**config.mk**
```make
export PLATFORM = sky130hd
export DESIGN_NAME = mem_fill_engine_flat
export DESIGN_NICKNAME = d
export VERILOG_FILES = /design/src/rtl/fill_pkg.sv /design/src/rtl/mem_fill_engine_if.sv /design/src/rtl/fill_data_gen.sv /design/src/rtl/mem_fill_engine.sv /design/src/flat_wrapper.sv
export SDC_FILE = /design/constraint.sdc
export NUM_CORES = 1
export LEC_CHECK = 0
export CORE_ASPECT_RATIO = 1.5
export CORE_MARGIN = 4
export CORE_UTILIZATION = 40
export CTS_BUF_LIST = sky130_fd_sc_hd__clkbuf_8
export DETAILED_ROUTE_END_ITERATION = 7
export GPL_ROUTABILITY_DRIVEN = 0
export HOLD_SLACK_MARGIN = 0.15
export PLACE_DENSITY_LB_ADDON = 0.15
export SYNTH_ARGS = -nofsm -noshare
export SYNTH_HDL_FRONTEND = slang
export SYNTH_SLANG_ARGS = --single-unit
```
**constraint.sdc**
```tcl
create_clock -name clk -period 3.9 [get_ports clk]
set_input_delay 0.78 -clock clk [delete_from_list [all_inputs] [get_ports clk]]
set_output_delay 0.78 -clock clk [all_outputs]
set_load 0.05 [all_outputs]
```
**src/rtl/fill_pkg.sv**
```systemverilog
// Shared types for the memory fill engine: fill patterns and controller states.
package fill_pkg;

    typedef enum logic [1:0] {
        IDENTITY = 2'd0,
        CONST    = 2'd1,
        REVERSE  = 2'd2,
        STRIDE   = 2'd3
    } fill_mode_t;

    typedef enum logic [1:0] {
        IDLE = 2'd0,
        FILL = 2'd1,
        DONE = 2'd2
    } fill_state_t;

endpackage

```
**src/rtl/mem_fill_engine_if.sv**
```systemverilog
// Control and memory-write bundle between a fill requester and the fill engine.
interface mem_fill_engine_if
    import fill_pkg::*;
#(
    parameter int ADDR_W = 8,
    parameter int DATA_W = 8
);
    logic              start;
    fill_mode_t        mode;
    logic [DATA_W-1:0] seed;
    logic [DATA_W-1:0] step;
    logic              stall;
    logic              abort;
    logic              wr_en;
    logic [ADDR_W-1:0] address;
    logic [DATA_W-1:0] data;
    logic              busy;
    logic              done;
    logic              bus_owner;

    modport master (
        output start, mode, seed, step, stall, abort,
        input  wr_en, address, data, busy, done, bus_owner
    );

    modport slave (
        input  start, mode, seed, step, stall, abort,
        output wr_en, address, data, busy, done, bus_owner
    );
endinterface

```
**src/rtl/fill_data_gen.sv**
```systemverilog
// Write-data generator: holds the stride accumulator and selects the pattern word.
module fill_data_gen
    import fill_pkg::*;
#(
    parameter int ADDR_W = 8,
    parameter int DATA_W = 8,
    parameter int DEPTH  = 2**ADDR_W
) (
    input  logic              clk,
    input  logic              rst,
    input  logic [ADDR_W-1:0] i_idx,
    input  logic              i_advance,
    input  logic              i_load,
    input  logic [DATA_W-1:0] i_seed,
    input  logic [DATA_W-1:0] i_step,
    input  fill_mode_t        i_mode,
    output logic [DATA_W-1:0] o_data
);
    localparam logic [ADDR_W-1:0] LAST_IDX = ADDR_W'(DEPTH - 1);

    logic [DATA_W-1:0] r_acc;
    logic [ADDR_W-1:0] w_rev;

    always_ff @(posedge clk or posedge rst) begin
        if (rst) begin
            r_acc <= '0;
        end else if (i_load) begin
            r_acc <= i_seed;
        end else if (i_advance) begin
            r_acc <= r_acc + i_step;
        end
    end

    // idx never exceeds LAST_IDX, so this subtraction cannot underflow
    assign w_rev = LAST_IDX - i_idx;

    always_comb begin
        o_data = '0;
        case (i_mode)
            IDENTITY: o_data = DATA_W'(i_idx);
            CONST:    o_data = i_seed;
            REVERSE:  o_data = DATA_W'(w_rev);
            STRIDE:   o_data = r_acc;
        endcase
    end
endmodule

```
**src/rtl/mem_fill_engine.sv**
```systemverilog
// RAM fill controller: writes DEPTH words from address 0 using a latched pattern.
// state | meaning
// IDLE  | waiting for start; memory mux not owned
// FILL  | one write per unstalled cycle, address = idx
// DONE  | one-cycle done pulse, then back to IDLE
module mem_fill_engine
    import fill_pkg::*;
#(
    parameter int ADDR_W = 8,
    parameter int DATA_W = 8,
    parameter int DEPTH  = 2**ADDR_W
) (
    input logic             clk,
    input logic             rst,
    mem_fill_engine_if.slave fill_bus
);
    generate
        if (DEPTH < 1 || DEPTH > 2**ADDR_W) begin : g_depth_chk
            $error("mem_fill_engine: DEPTH must lie in 1..2**ADDR_W");
        end
    endgenerate

    // terminal compare keeps idx at ADDR_W bits even for a full-depth fill
    localparam logic [ADDR_W-1:0] LAST_IDX = ADDR_W'(DEPTH - 1);

    fill_state_t       r_state, w_state_nxt;
    logic [ADDR_W-1:0] r_idx;
    fill_mode_t        r_mode;
    logic [DATA_W-1:0] r_seed, r_step;
    logic [DATA_W-1:0] w_gen_seed, w_gen_data;
    logic              w_start_acc, w_in_fill, w_adv, w_last;

    assign w_start_acc = (r_state == IDLE) && fill_bus.start;
    assign w_in_fill   = (r_state == FILL);
    assign w_adv       = w_in_fill && !fill_bus.abort && !fill_bus.stall;
    assign w_last      = (r_idx == LAST_IDX);
    assign w_gen_seed  = w_start_acc ? fill_bus.seed : r_seed;

    always_ff @(posedge clk or posedge rst) begin
        if (rst) begin
            r_state <= IDLE;
        end else begin
            r_state <= w_state_nxt;
        end
    end

    always_ff @(posedge clk or posedge rst) begin
        if (rst) begin
            r_idx  <= '0;
            r_mode <= IDENTITY;
            r_seed <= '0;
            r_step <= '0;
        end else if (w_start_acc) begin
            r_idx  <= '0;
            r_mode <= fill_bus.mode;
            r_seed <= fill_bus.seed;
            r_step <= fill_bus.step;
        end else if (w_adv && !w_last) begin
            r_idx  <= r_idx + 1'b1;
        end
    end

    always_comb begin
        w_state_nxt        = r_state;
        fill_bus.wr_en     = 1'b0;
        fill_bus.busy      = 1'b0;
        fill_bus.done      = 1'b0;
        fill_bus.bus_owner = 1'b0;
        fill_bus.address   = '0;
        fill_bus.data      = '0;
        case (r_state)
            IDLE: begin
                if (fill_bus.start) w_state_nxt = FILL;
            end
            FILL: begin
                fill_bus.wr_en     = w_adv;
                fill_bus.busy      = 1'b1;
                fill_bus.bus_owner = 1'b1;
                fill_bus.address   = r_idx;
                fill_bus.data      = w_gen_data;
                if (fill_bus.abort) begin
                    w_state_nxt = IDLE;
                end else if (!fill_bus.stall && w_last) begin
                    w_state_nxt = DONE;
                end
            end
            DONE: begin
                fill_bus.busy = 1'b1;
                fill_bus.done = 1'b1;
                w_state_nxt   = IDLE;
            end
            default: w_state_nxt = IDLE;
        endcase
    end

    fill_data_gen #(
        .ADDR_W (ADDR_W),
        .DATA_W (DATA_W),
        .DEPTH  (DEPTH)
    ) u_data_gen (
        .clk       (clk),
        .rst       (rst),
        .i_idx     (r_idx),
        .i_advance (w_adv && !w_last),
        .i_load    (w_start_acc),
        .i_seed    (w_gen_seed),
        .i_step    (r_step),
        .i_mode    (r_mode),
        .o_data    (w_gen_data)
    );
endmodule

```
**src/flat_wrapper.sv**
```systemverilog
// flat-port wrapper written by rule: the top's interface ports become plain ports
module mem_fill_engine_flat import fill_pkg::*;
#(
    parameter int ADDR_W = 8,
    parameter int DATA_W = 8,
    parameter int DEPTH  = 2**ADDR_W
)
  (clk, rst, fill_bus_start, fill_bus_mode, fill_bus_seed, fill_bus_step, fill_bus_stall, fill_bus_abort, fill_bus_wr_en, fill_bus_address, fill_bus_data, fill_bus_busy, fill_bus_done, fill_bus_bus_owner);
  mem_fill_engine_if #(.ADDR_W(ADDR_W), .DATA_W(DATA_W)) fill_bus_i ();
  input logic clk;
  input logic rst;
  input wire logic [$bits(fill_bus_i.start)-1:0] fill_bus_start;
  input wire logic [$bits(fill_bus_i.mode)-1:0] fill_bus_mode;
  input wire logic [$bits(fill_bus_i.seed)-1:0] fill_bus_seed;
  input wire logic [$bits(fill_bus_i.step)-1:0] fill_bus_step;
  input wire logic [$bits(fill_bus_i.stall)-1:0] fill_bus_stall;
  input wire logic [$bits(fill_bus_i.abort)-1:0] fill_bus_abort;
  output wire logic [$bits(fill_bus_i.wr_en)-1:0] fill_bus_wr_en;
  output wire logic [$bits(fill_bus_i.address)-1:0] fill_bus_address;
  output wire logic [$bits(fill_bus_i.data)-1:0] fill_bus_data;
  output wire logic [$bits(fill_bus_i.busy)-1:0] fill_bus_busy;
  output wire logic [$bits(fill_bus_i.done)-1:0] fill_bus_done;
  output wire logic [$bits(fill_bus_i.bus_owner)-1:0] fill_bus_bus_owner;
  assign fill_bus_i.start = fill_bus_start;
  assign fill_bus_i.mode = fill_bus_mode;
  assign fill_bus_i.seed = fill_bus_seed;
  assign fill_bus_i.step = fill_bus_step;
  assign fill_bus_i.stall = fill_bus_stall;
  assign fill_bus_i.abort = fill_bus_abort;
  assign fill_bus_wr_en = fill_bus_i.wr_en;
  assign fill_bus_address = fill_bus_i.address;
  assign fill_bus_data = fill_bus_i.data;
  assign fill_bus_busy = fill_bus_i.busy;
  assign fill_bus_done = fill_bus_i.done;
  assign fill_bus_bus_owner = fill_bus_i.bus_owner;
  mem_fill_engine #(.ADDR_W(ADDR_W), .DATA_W(DATA_W), .DEPTH(DEPTH)) u_core (.clk(clk), .rst(rst), .fill_bus(fill_bus_i));
endmodule
```
==> results.txt, run 1 <==
- Outcome: completed
* Boundary pin count: 43
- Critical path peak fanout: 11
- # rows: 32
* Worst relative slew slack: 0.443
- Share of layout cells above drive strength 1: 0.0871
* Gate Count Post-Synth: 244
- For this run, the number of Yosys warnings is 0.
- Maximum buffer depth of the clock tree: 2
- Die Span X: 68.3 um
- TritonCTS built the clock tree.
- WL/cell: 13.0 um
* Clock root buffer: clkbuf_8
* Nets: between 300 and 400
- # placed instances: 347
- Counting flops with a built-in enable in the synthesized netlist gives 0.
* Share of the synthesized area in compound gates (AO/OA/AOI/OAI): 0.134
- The setup check on the worst reg-to-reg path leaves a slack of roughly 1.6 ns.
- Worst hold endpoint: u_core.r_seed[0]
- Detailed-routing iteration count for the pre-antenna-repair pass: 4
- Static leakage power: ~1.4 nW
- Initial antenna violation count: 0
- Max-cap violations: 0
- RSZ-0062 raised after global routing: no
* Total grt overflow: 0
- By area, the combinational part of the netlist is dominated by simple AND/OR/NAND/NOR gates.
- Once placement finished, the instance area stood at about 2800 um^2.
- Maximum number of pins on one net before global-route repair: 37
- Of the total synthesized cell area, the portion taken by full adders, half adders and majority gates is 0.0779.
- The worst hold path was traced through 2 stages.
* Final-report hold violation count: 0
- The number of global-route vias before repair came to approximately 1800.
- Worst reg2reg path depth: 7
- Max IR drop VDD: 384 uV
- The portion of synthesized area spent on multiplexers is 0.0601.
- The HPWL after detailed placement is between 3 and 4 mm.
- The region available for standard cell placement spans ~5200 um^2.
* Number of input and output port buffers inserted: 42
- Counting flops with an async set or reset pin after synthesis yields a share of 1.00.
- DRC viols: 0
- The worst setup path is captured at an output pin.
- Of the total synthesized cell area, the portion taken by XOR and XNOR cells is 0.0641.
* Arrival time worst endpoint: between 2 and 2.5 ns
- Flip-flop cell with the highest count after synthesis: dfrtp_1
- Slew at the pin closest to its max-slew limit: about 0.84 ns
* Worst endpoint required time: 3.12 ns
- Synth Register Bits: 36
* Total number of clock tree sinks: 36
- Setup Viol. Count Final: 0
- Number of gates given a new drive strength after cts: 0
* H-Tree Depth: 2
- Worst-Skew Late Latency: approximately 0.28 ns
- The repair_antennas step left the layout with diodes totalling 0.
- For the final routed database, the setup TNS stands at 0 ns.
* Post-synthesis simple-gate area fraction: 0.212
* Full die area: 6730 um^2
* Period minus WS final: roughly 3.3 ns
* Antenna violation net count after detailed routing: 0
* Clock-pin transition on the worst setup and hold timing paths: about 0.070 ns
- Synthesis produced a netlist with a net count of 280.
- Classification of the worst setup path: input pin to output pin
- TritonCTS Buffers: 5
* Count of hold-fix buffers inserted at cts: 0
* Endpoint of the lowest-slack register-to-register path: u_core.u_data_gen.r_acc[7]
* Cells taking the most area after synthesis: dfrtp_1 41%, nand2_1 11%, ha_1 6.9%
* Launch instance of the worst min-delay path: u_core.r_seed[0]
* Path type of the worst min-delay path: register to register
- In this run the power density over the cells is just over 800 nW/um^2.
- Total power of the final layout: between 2 and 2.5 mW
* Initial core utilization: 0.420
- Area growth from synthesis to layout: 30.4%
- Origin of the critical flop-to-flop path: u_core.u_data_gen.r_acc[1]
- Number of buffers inserted to repair setup after CTS: 0
* Crit share post-route: 0.836
- Floorplan die height: ~99 um
- The mapped netlist covers 2180 um^2.
- Summed over all instances, the cell type with the most area after synthesis is dfrtp_1.
* Final cell utilization of the core: 0.547
* Total length of routed wires: between 4 and 5 mm
* Seq/Total Area, Yosys: 0.412
- The number of max-slew violations in the final report came to 0.
- In the global route stage, overall resource usage came out at 0.152.
* Global-route wire length before repair: slightly below 8 mm
- Syn avg cell area: a little under 9 um^2
* Maximum clock skew at final layout: around 0.0042 ns
- After detailed routing, the number of vias per cell comes to ~4.9.
- Nature of the critical path startpoint: input pin
- Highest clock frequency the design can meet: around 310 MHz
- Detailed router's first-iteration violation count: 73
* Post-synth cell types: 33
- Vias: ~1700
- The finished cells cover 2850 um^2.
- Final standard cell count with taps included and fillers excluded: approximately 360
* Area share of the largest cell type after synthesis: 0.412
[logic make-up (layout without fill, tap and decap cells)]
group                      count (synthesis)  in the layout
and+or+nand+nor                          103            103
xor gates and xnor gates                  16             16
buffers and inverters                     20             63
adders and majority gates                 13             13
DFF                                       36             36
muxes                                     13             13
AOI/OAI and AO/OA                         43             43
[layout make-up]
class,count,area [um^2]
clock buffers,6,82.6
clock inverters,2,10.0
fillers,523,2360
inverters,7,26.3
multi-input cells,188,1200
flip-flops and latches,36,901
well taps,68,85.1
repair buffers,48,546
[per-layer routing]
layer,wire length (um),global-route usage,vias to the layer above,share of wire
met5,0,0,-,0
met4,48,0.0505,0,0.010
met3,170,0.0217,4,0.037
met2,2380,0.256,33,0.52
met1,2020,0.193,808,0.44
li1,-,-,901,-
[placed cells by master (no fill, tap or decap), types with 2 or more instances in the layout]
cell type        synthesis  layout
nand2_1                 63      63
ha_1                    12      12
o21ai_0                 13      13
mux2i_1                 12      12
xor2_1                  13      13
nor2_1                  10      10
o211a_1                  8       8
buf_12                   0       8
a211oi_1                 2       2
inv_1                    7       7
nor2b_1                  3       3
nand2b_1                 3       3
buf_4                    0       6
and2_1                  10      10
xnor2_1                  3       3
dfrtp_1                 36      36
clkbuf_8                 0       6
clkinv_2                 0       2
nor3_1                   3       3
nand3_1                  5       5
a31oi_1                  2       2
clkdlybuf4s50_1          0      34
a21o_1                   4       4
or3_1                    3       3
a21oi_1                  9       9
[worst max-delay path: stages]
cell and delay, ns:
clkdlybuf4s50_1 0.48, nand2_1 0.24, buf_4 0.27, nand2_1 0.07
nand2_1 0.06, mux2i_1 0.13, nand2_1 0.08, o211a_1 0.19
buf_12 0.16
[per-stage QoR]
stage	hold slack (ns)	worst slack [ns]
4_1_cts	0.476	0.607
5_1_grt	0.506	0.406
2_1_floorplan	0.440	1.10
6_report	0.474	0.638
3_5_place_dp	0.458	0.616
3_3_place_gp	0.456	0.638
[cells in the mapped netlist (all sizes together) (4+ instances only)]
| master | count |
|---|---|
| inv | 7 |
| dfrtp | 36 |
| a21oi | 9 |
| mux2i | 12 |
| nand2 | 63 |
| nand3 | 5 |
| clkbuf | 10 |
| xor2 | 13 |
| and2 | 10 |
| a21o | 4 |
| o211a | 8 |
| nor2 | 10 |
| ha | 12 |
| o21ai | 13 |
[registers in the layout (all words and copies together) (netlist names)]
signal and count:
u_core.r_seed 8, u_core.r_step 8, u_core.r_idx 8, u_core.r_state 2, u_core.r_mode 2, u_core.u_data_gen.r_acc 8
[how the worst max path moves through the flow]
stage               cells past startpoint  slack (ns)                to           start
CTS                                     9        0.61  fill_bus_data[5]  fill_bus_start
floorplan                               8        1.10  fill_bus_data[6]  fill_bus_start
global placement                        9        0.64  fill_bus_data[1]  fill_bus_start
finish                                  9        0.64  fill_bus_data[5]  fill_bus_start
detailed placement                      9        0.62  fill_bus_data[5]  fill_bus_start
global route                            9        0.41  fill_bus_data[5]  fill_bus_start
[where the power goes]
group | internal, mW | switching [mW]
clock network | 0.141 | 0.135
registers | 0.516 | 0.146
logic | 0.631 | 0.753
total | 1.29 | 1.03
Power figures use the tool's default switching activity.
==> run 2, diff against run 1 <==
==> constraint.sdc (replaced) <==
create_clock -name clk -period 2.7 [get_ports clk]
set_input_delay 0.54 -clock clk [delete_from_list [all_inputs] [get_ports clk]]
set_output_delay 0.54 -clock clk [all_outputs]
set_load 0.05 [all_outputs]
==> results.txt, run 2 (synthesis results as in run 1) <==
- Crit share post-route: 0.949
* Critical path peak fanout: 14 (+3)
* Total length of routed wires: 4.95 mm (+7.1%)
- Vias: 1801 (+3.2%)
- Floorplan die height: 98.5 um (unchanged)
* Global-route wire length before repair: 8.51 mm (+6.9%)
* Classification of the worst setup path: register to output pin
- The deepest clock path buffer count is 2 (unchanged).
- Core Region: 5200 um^2 (unchanged)
- Via count of the first global-routing pass: 1863 (+5.5%)
* Path type of the worst min-delay path: register to register
* Outcome: completed
- The top-level port count is 43 (unchanged).
* WL/cell: 13.8 um (+5.9%)
- The power density relative to cell area was 1180 nW/um^2 (+45%).
- The overall fraction of global-route tracks in use is 0.166 (+0.0139).
- Register area: 901 um^2 (unchanged)
* Final-report hold violation count: 0 (unchanged)
* Share of layout cells above drive strength 1: 0.144 (+0.0572)
- Setup Viol. Count Final: 0 (unchanged)
- The number of detailed-route iterations in the first pass is 4 (unchanged).
- The number of antenna violations at the first check in global routing came to 0 (unchanged).
* Number of antenna repair diodes: 0 (unchanged)
* Nets: 326 (+1.2%)
* Final standard cell count with taps included and fillers excluded: 359 (+1.1%)
- The worst setup path is captured at an output pin.
- The worst setup skew after layout came to 0.00661 ns (+0.00240 ns).
- Filler cells: 511 (-2.3%)
- Die Span X: 68.3 um (unchanged)
- # placed instances: 348 (+0.29%)
- Clock root buffer: clkbuf_8
- Via-per-instance ratio: 5.02 (+2.0%)
- The multi-input logic area was 1210 um^2 (+0.63%).
- The transition time of the tightest slew-check pin was 0.876 ns (+0.0404 ns).
- The insertion delay to the later sink of the worst-skew pair was 0.29 ns (about the same).
- Relative to the synthesized area, the layout overhead comes to 34.1%.
- Maximum number of pins on one net before global-route repair: 37 (unchanged)
- The leakage power is 1.51 nW (+5.3%).
- The post-detailed-route DRC marker count was 0 (unchanged).
- Setup TNS: 0 ns (unchanged)
- The number of DRC markers after the initial detailed-route iteration came to 67 (-8.2%).
- Nature of the critical path startpoint: register
- Initial core utilization: 0.420 (unchanged)
* Post-detail-place hpwl: 3.51 mm (+2.3%)
- Worst endpoint required time: 2.16 ns (-0.96 ns)
- Max-cap violations: 0 (unchanged)
- The number of buffers added by the clock tree synthesis step was 5 (unchanged).
- The clock transition at the registers of the reported paths is 0.07 ns (about the same).
- # rows: 32 (unchanged)
- Total grt overflow: 0 (unchanged)
- Full die area: 6730 um^2 (unchanged)
* Highest clock frequency the design can meet: slightly below 400 MHz
* Final cell utilization of the core: 0.563 (+0.0154)
- The number of max-slew violations in the final report came to 0 (unchanged).
* Worst relative slew slack: 0.412 (-0.0304)
- Period minus WS final: 2.56 ns
- H-Tree Depth: 2 (unchanged)
* Arrival time worst endpoint: 2.02 ns (-0.46 ns)
* Antenna violation net count after detailed routing: 0 (unchanged)
- The maximum VDD drop was 416 uV (+8.2%).
- TritonCTS clock tree: yes
- The setup slack of the most critical reg-to-reg path was 0.40 ns (-1.24 ns).
* Most used cells in the layout excluding fill and tap cells: 62 x nand2_1, 36 x dfrtp_1, 23 x clkdlybuf4s50_1, 15 x buf_4
* Most common library cell in the layout ignoring fill and taps: nand2_1
* Number of input and output port buffers inserted: 42 (unchanged)
* Total number of clock tree sinks: 36 (unchanged)
-- run 2: final timing paths --
kind | start | endpoint | depth (start not counted)
worst max-delay path | u_core.r_state[0] | fill_bus_data[5] | 10
worst min-delay path | u_core.r_seed[7] | u_core.r_seed[7] | 2
worst max register to register | u_core.r_idx[0] | u_core.r_idx[7] | 7
worst min register to register | u_core.r_seed[7] | u_core.r_seed[7] | 2
max in group asynchronous | rst | u_core.r_seed[5] | 3
min in group asynchronous | rst | u_core.r_idx[0] | 3
-- run 2: what timing repair did --
action,CTS,global route
buffers inserted,0,2
hold buffers,0,0
resized for setup,0,7
endpoints found under the setup margin,0,8
-- run 2: critical path: stages (launching register included) --
cell	delay, ns
dfrtp_1	0.39
inv_2	0.07
ha_2	0.20
and2_4	0.17
buf_12	0.14
nand2_1	0.08
nand2_1	0.08
mux2i_1	0.17
nand2_1	0.08
o211a_1	0.19
buf_12	0.15
-- run 2: cell type report --
type	instances	share of cell area
Inverter	7	0.00897
Clock inverter	2	0.00256
Clock buffer	6	0.0282
Timing Repair Buffer	52	0.212
Multi-Input combinational cell	188	0.412
Sequential cell	36	0.308
Tap cell	68	0.0290
-- run 2: where the power goes --
group | total (mW) | switching, mW | internal [mW]
sequential | 0.946 | 0.201 | 0.745
combinational | 2.12 | 1.13 | 0.987
clock | 0.394 | 0.193 | 0.201
-- run 2: layer usage --
metal | vias up | share of wire | track usage
met5 | - | 0 | 0
li1 | 915 | - | -
met2 | 42 | 0.52 | 0.290
met1 | 836 | 0.42 | 0.189
met4 | 0 | 0.021 | 0.0704
met3 | 8 | 0.041 | 0.0319
-- run 2: metrics by stage --
step / setup slack (ns) / area, um^2 / power, mW / hold WS [ns]
detailed placement: 0.0628 / 2790 / 3.04 / 0.462
global route: -0.00289 / 2930 / 3.75 / 0.497
floorplan: 0.0751 / 2180 / 2.29 / 0.440
global placement: 0.0656 / 2790 / 3.00 / 0.457
finish: 0.137 / 2930 / 3.46 / 0.474
CTS: 0.0540 / 2880 / 3.45 / 0.478
==> run 3, diff against run 2 <==
--- a/config.mk
+++ b/config.mk
@@ -11,7 +11,6 @@
 export CTS_BUF_LIST = sky130_fd_sc_hd__clkbuf_8
 export DETAILED_ROUTE_END_ITERATION = 7
 export GPL_ROUTABILITY_DRIVEN = 0
-export HOLD_SLACK_MARGIN = 0.15
 export PLACE_DENSITY_LB_ADDON = 0.15
 export SYNTH_ARGS = -nofsm -noshare
 export SYNTH_HDL_FRONTEND = slang
==> results of run 3 <==
Same layout as run 2: the final DEF is identical, and so are final timing and power.
